### config.mk
export PLATFORM = sky130hd
export DESIGN_NAME = timer_seq
export DESIGN_NICKNAME = d
export VERILOG_FILES = /design/src/rtl/timer_seq.sv
export SDC_FILE = /design/constraint.sdc
export NUM_CORES = 1
export LEC_CHECK = 0
export ABC_AREA = 1
export BUFFER_PORTS_ARGS = -buffer_cell sky130_fd_sc_hd__buf_2
export CAP_MARGIN = 40
export CORE_MARGIN = 4
export CORE_UTILIZATION = 40
export DETAILED_ROUTE_END_ITERATION = 8
export GPL_ROUTABILITY_DRIVEN = 0
export HOLD_SLACK_MARGIN = 0.03
export PLACE_DENSITY_LB_ADDON = 0.05
export SYNTH_ARGS = -nofsm -noshare
export SYNTH_HDL_FRONTEND = slang
export SYNTH_SLANG_ARGS = --single-unit
### constraint.sdc
create_clock -name clk -period 3.2 [get_ports clk]
set_input_delay 0 -clock clk [delete_from_list [all_inputs] [get_ports clk]]
set_output_delay 0 -clock clk [all_outputs]
set_load 0.1 [all_outputs]
### src/rtl/timer_seq.sv
// Multi-slot timer sequencer: steps one shared down-counter through a table of
// programmable periods, pulsing tick at the end of every slot.
module timer_seq #(
    parameter int unsigned NSLOT = 4,
    parameter int unsigned AW    = 2,
    parameter int unsigned W     = 32
) (
    input  logic          clk,
    input  logic          rst_n,
    input  logic          cfg_we,
    input  logic [AW-1:0] cfg_addr,
    input  logic [W-1:0]  cfg_data,
    input  logic [AW-1:0] last_slot,
    input  logic          repeat_en,
    input  logic          start,
    input  logic          stop,
    output logic          busy,
    output logic          tick,
    output logic [AW-1:0] slot_idx,
    output logic          done
);

    typedef enum logic [0:0] {StIdle, StRun} state_e;

    state_e        state_q, state_d;
    logic [W-1:0]  slot_tab_q [NSLOT];
    logic [W-1:0]  cnt_q, cnt_d;
    logic [AW-1:0] slot_q, slot_d;
    logic [AW-1:0] next_slot;
    logic [AW-1:0] last_q, last_d;
    logic          rep_q, rep_d;
    logic          tick_q, tick_d;
    logic          done_q, done_d;

    // Counter is loaded with eff(P)-1, so zero and one both give a one-cycle slot
    // and the all-ones period needs no extra bit.
    function automatic logic [W-1:0] load_val(input logic [W-1:0] p);
        return (p == '0) ? '0 : p - W'(1);
    endfunction

    always_ff @(posedge clk or negedge rst_n) begin
        if (!rst_n) begin
            for (int unsigned i = 0; i < NSLOT; i++) begin
                slot_tab_q[i] <= '0;
            end
        end else if (cfg_we) begin
            slot_tab_q[cfg_addr] <= cfg_data;
        end
    end

    always_ff @(posedge clk or negedge rst_n) begin
        if (!rst_n) begin
            state_q <= StIdle;
            cnt_q   <= '0;
            slot_q  <= '0;
            last_q  <= '0;
            rep_q   <= 1'b0;
            tick_q  <= 1'b0;
            done_q  <= 1'b0;
        end else begin
            state_q <= state_d;
            cnt_q   <= cnt_d;
            slot_q  <= slot_d;
            last_q  <= last_d;
            rep_q   <= rep_d;
            tick_q  <= tick_d;
            done_q  <= done_d;
        end
    end

    assign next_slot = slot_q + AW'(1);

    always_comb begin
        state_d = state_q;
        cnt_d   = cnt_q;
        slot_d  = slot_q;
        last_d  = last_q;
        rep_d   = rep_q;
        tick_d  = 1'b0;
        done_d  = 1'b0;
        unique case (state_q)
            StIdle: begin
                if (start && !stop) begin
                    state_d = StRun;
                    last_d  = last_slot;
                    rep_d   = repeat_en;
                    slot_d  = '0;
                    cnt_d   = load_val(slot_tab_q[0]);
                end
            end
            StRun: begin
                // stop wins over a coincident slot end: no tick, no done.
                if (stop) begin
                    state_d = StIdle;
                end else if (cnt_q != '0) begin
                    cnt_d = cnt_q - W'(1);
                end else begin
                    tick_d = 1'b1;
                    if (slot_q != last_q) begin
                        slot_d = next_slot;
                        cnt_d  = load_val(slot_tab_q[next_slot]);
                    end else if (rep_q) begin
                        slot_d = '0;
                        cnt_d  = load_val(slot_tab_q[0]);
                    end else begin
                        state_d = StIdle;
                        done_d  = 1'b1;
                    end
                end
            end
            default: state_d = StIdle;
        endcase
    end

    assign busy     = (state_q == StRun);
    assign tick     = tick_q;
    assign done     = done_q;
    assign slot_idx = slot_q;

endmodule

==> results.py <==
metrics = {
    "run_status": {
        "status": "completed",
    },
    "sta": {
        "rsz0062_at_grt": "false",
        "final-hold-violation-count": 0,
        "finalSetupViolations": 0,
        "fin_setup_tns_ps": 0,
        "tightestPinTransition_ps": 695,
        "fin_skew_ps": 15.4,
        "whs_ps": 68.7,
        "drv_slew": 0,
        "period_share_pct": 91.7,
        "clock.fmax_ghz": 0.341,
        "relSlewSlack_pct": 53.5,
        "final.min_clock_period_ps": 2930,
    },
    "detailed_routing": {
        "wl_per_cell_um": 17.4,
        "drt_first_pass_iters": 6,
        "via_per_inst": 5.13,
        "drc_errors": 0,
        "routed_wl_mm": 35.0,
        "drt-initial-drc-count": 831,
        "num_vias": 10300,
        "antenna_left": 0,
    },
    "floorplan": {
        "start_util_pct": 40.5,
        "ios": 47,
        "die_x_um": 173,
        "dieArea_um2": 29900,
        "fp.dieH_um": 173,
        "fp.coreArea_um2": 26900,
        "rows": 60,
    },
    "power_and_ir_drop": {
        "power_leakage_nw": 6.20,
        "powerDensity_nw_per_um2": 744,
        "p_total_mw": 9.38,
        "peakVddDrop_uv": 328,
    },
    "logic_synthesis": {
        "synth.area.top_cells": "dfrtp_1, nand2_1, o21ai_0, nor2_1, inv_1",
        "syn_nets": 1625,
        "ys_seq_area_share_pct": 38.6,
        "syn_area_um2": 10900,
        "synth_edf_count": 0,
        "synth_common_cells": "nand2_1, nor2_1, o21ai_0",
        "synth_cells": 1578,
        "synth_top_area_cell": "dfrtp_1",
        "yosysWarnings": 0,
        "yosysMostFrequentCell": "nand2_1",
        "synth.avg_cell_area_um2": 6.90,
        "ys_types": 52,
        "yosysTopAreaCellShare_pct": 38.6,
        "ys_seq_elements": 168,
        "async_flop_share_pct": 100,
        "synth_top_flop_cell": "dfrtp_1",
    },
    "finish": {
        "syn2layout_area_growth_pct": 15.9,
        "n_antenna_cell": 0,
        "drive_gt1_share_pct": 11.5,
        "nets": 1707,
    },
    "worst_setup_path": {
        "crit_type": "reg -> reg",
        "critPathLaunchType": "register",
        "cp.arrival_ps": 3260,
        "crit_fanout": 14,
        "endpoint_kind": "register",
        "r2r_cells": 18,
        "cp.required_ps": 3530,
    },
    "grt": {
        "grt.total_usage_pct": 23.7,
        "grt_pass1_vias": 10100,
        "grt_remaining_overflow": 0,
        "grt_pass1_wl_mm": 57.1,
        "grt_start_max_net_pins": 67,
        "antenna_found_initial": 0,
    },
    "place": {
        "hpwl_mm": 25.9,
        "port_buffers": 46,
    },
    "min_path": {
        "hp-class": "in -> reg",
        "whs_path_depth": 5,
    },
    "clock_network": {
        "cts_buffer_depth": 2,
        "root_buffer": "clkbuf_16",
        "numCtsBuffers": 17,
        "tritoncts": "built",
        "path_clk_slew_ps": 70,
        "h-tree-depth": 4,
        "clkLatencyLatePin_ps": 440,
        "cts.sinks": 168,
    },
    "run": {
        "max-cap-violations": 0,
    },
}
[where the power goes]
part	switching, mW	internal, mW
clock network	0.956	1.22
registers	0.403	2.51
logic	2.96	1.33
[registers in the layout, summed over array words and instances (netlist names)]
register / count
cnt_q: 32
rep_q: 1
busy: 1
done: 1
slot_tab_q: 128
tick: 1
slot_idx: 2
last_q: 2
[layout make-up]
type	instances	area (um2)
tap	341	427
sequential	168	4210
inverter	172	651
fill	2813	14300
clock buffer	20	467
multi-input combinational	1183	5750
timing repair buffer	118	975
clock inverter	11	136
[through the flow]
| step | cells | cell area [um2] | utilization [%] | worst slack [ps] |
|---|---|---|---|---|
| global route | 2013 | 12600 | 46.9 | 28.3 |
| CTS | 2010 | 12600 | 46.8 | 12.7 |
| global placement | 1936 | 11500 | 42.8 | 108 |
| detailed placement | 1939 | 11600 | 43.1 | 43.3 |
| floorplan | 1578 | 10900 | - | 180 |
| finish | 2013 | 12600 | 46.9 | 266 |
[path summary, 6_finish.rpt]
kind | start | end | slack (ps)
max | slot_idx[0]$_DFFE_PN0P_ | cnt_q[23]$_DFFE_PN0P_ | 270
min | start | slot_idx[1]$_DFFE_PN0P_ | 70
max reg2reg | slot_idx[0]$_DFFE_PN0P_ | cnt_q[23]$_DFFE_PN0P_ | 270
min reg2reg | slot_tab_q[57]$_DFFE_PN0P_ | slot_tab_q[57]$_DFFE_PN0P_ | 480
max in group asynchronous | rst_n | slot_tab_q[21]$_DFFE_PN0P_ | 2290
min in group asynchronous | rst_n | done$_DFF_PN0_ | 110
[cell usage in the layout, fill, tap and decap left out, drive strengths merged, types with 2 or more instances in the layout]
cell and n:
o221ai 3, a211oi 6, mux2 3, nand4 25, a21oi 58, o21ai 193, nor3b 3, dfrtp 168
ha 5, or2 2, nor2 228, nand3 55, buf 78, nor4 7, xor2 43, xnor2 12
nor3 19, a22oi 8, inv 174, nand2 495, clkinvlp 3, clkinv 4, dlygate4sd3 40, clkbuf 20
bufinv 2, and3 3, a31oi 2, nand3b 4
[what timing repair did]
action | CTS | global route
hold buffers | 40 | 0
setup endpoints to repair | 0 | 16
buffers inserted | 0 | 3
resized for setup | 0 | 1
endpoints found under the hold margin | 191 | 0
[logic make-up after synthesis]
logic type / after synthesis / share of synthesized area (%)
AOI/OAI and AO/OA: 277 / 14.1
xor gates and xnor gates: 55 / 4.43
adders and majority gates: 5 / 0.575
buffers and inverters: 227 / 8.64
DFF: 168 / 38.6
muxes: 3 / 0.310
and+or+nand+nor: 843 / 33.3
[per-layer routing]
layer | track usage, % | routed length, um | vias up | share of wire [%]
met5 | 0 | 0 | - | 0
met3 | 3.61 | 1550 | 37 | 4.4
met1 | 36.2 | 17900 | 4869 | 51
li1 | - | - | 5189 | -
met4 | 5.55 | 582 | 0 | 1.7
met2 | 35.5 | 15000 | 241 | 43
[critical path, cell delays in order (launching register included)]
cell and delay (ps):
dfrtp_2 490, nor2_4 300, nor2_8 130, nand2_1 100
nand3_2 110, inv_2 140, ha_1 230, nand3_2 110
nor2_2 200, nand2_1 130, nor2_4 150, nand4_2 120
nand2_2 110, nor2_4 70, buf_4 170, nand2_1 70
nand3_1 70, nand2_1 70, inv_1 30
(Power assumes the default switching activity.)
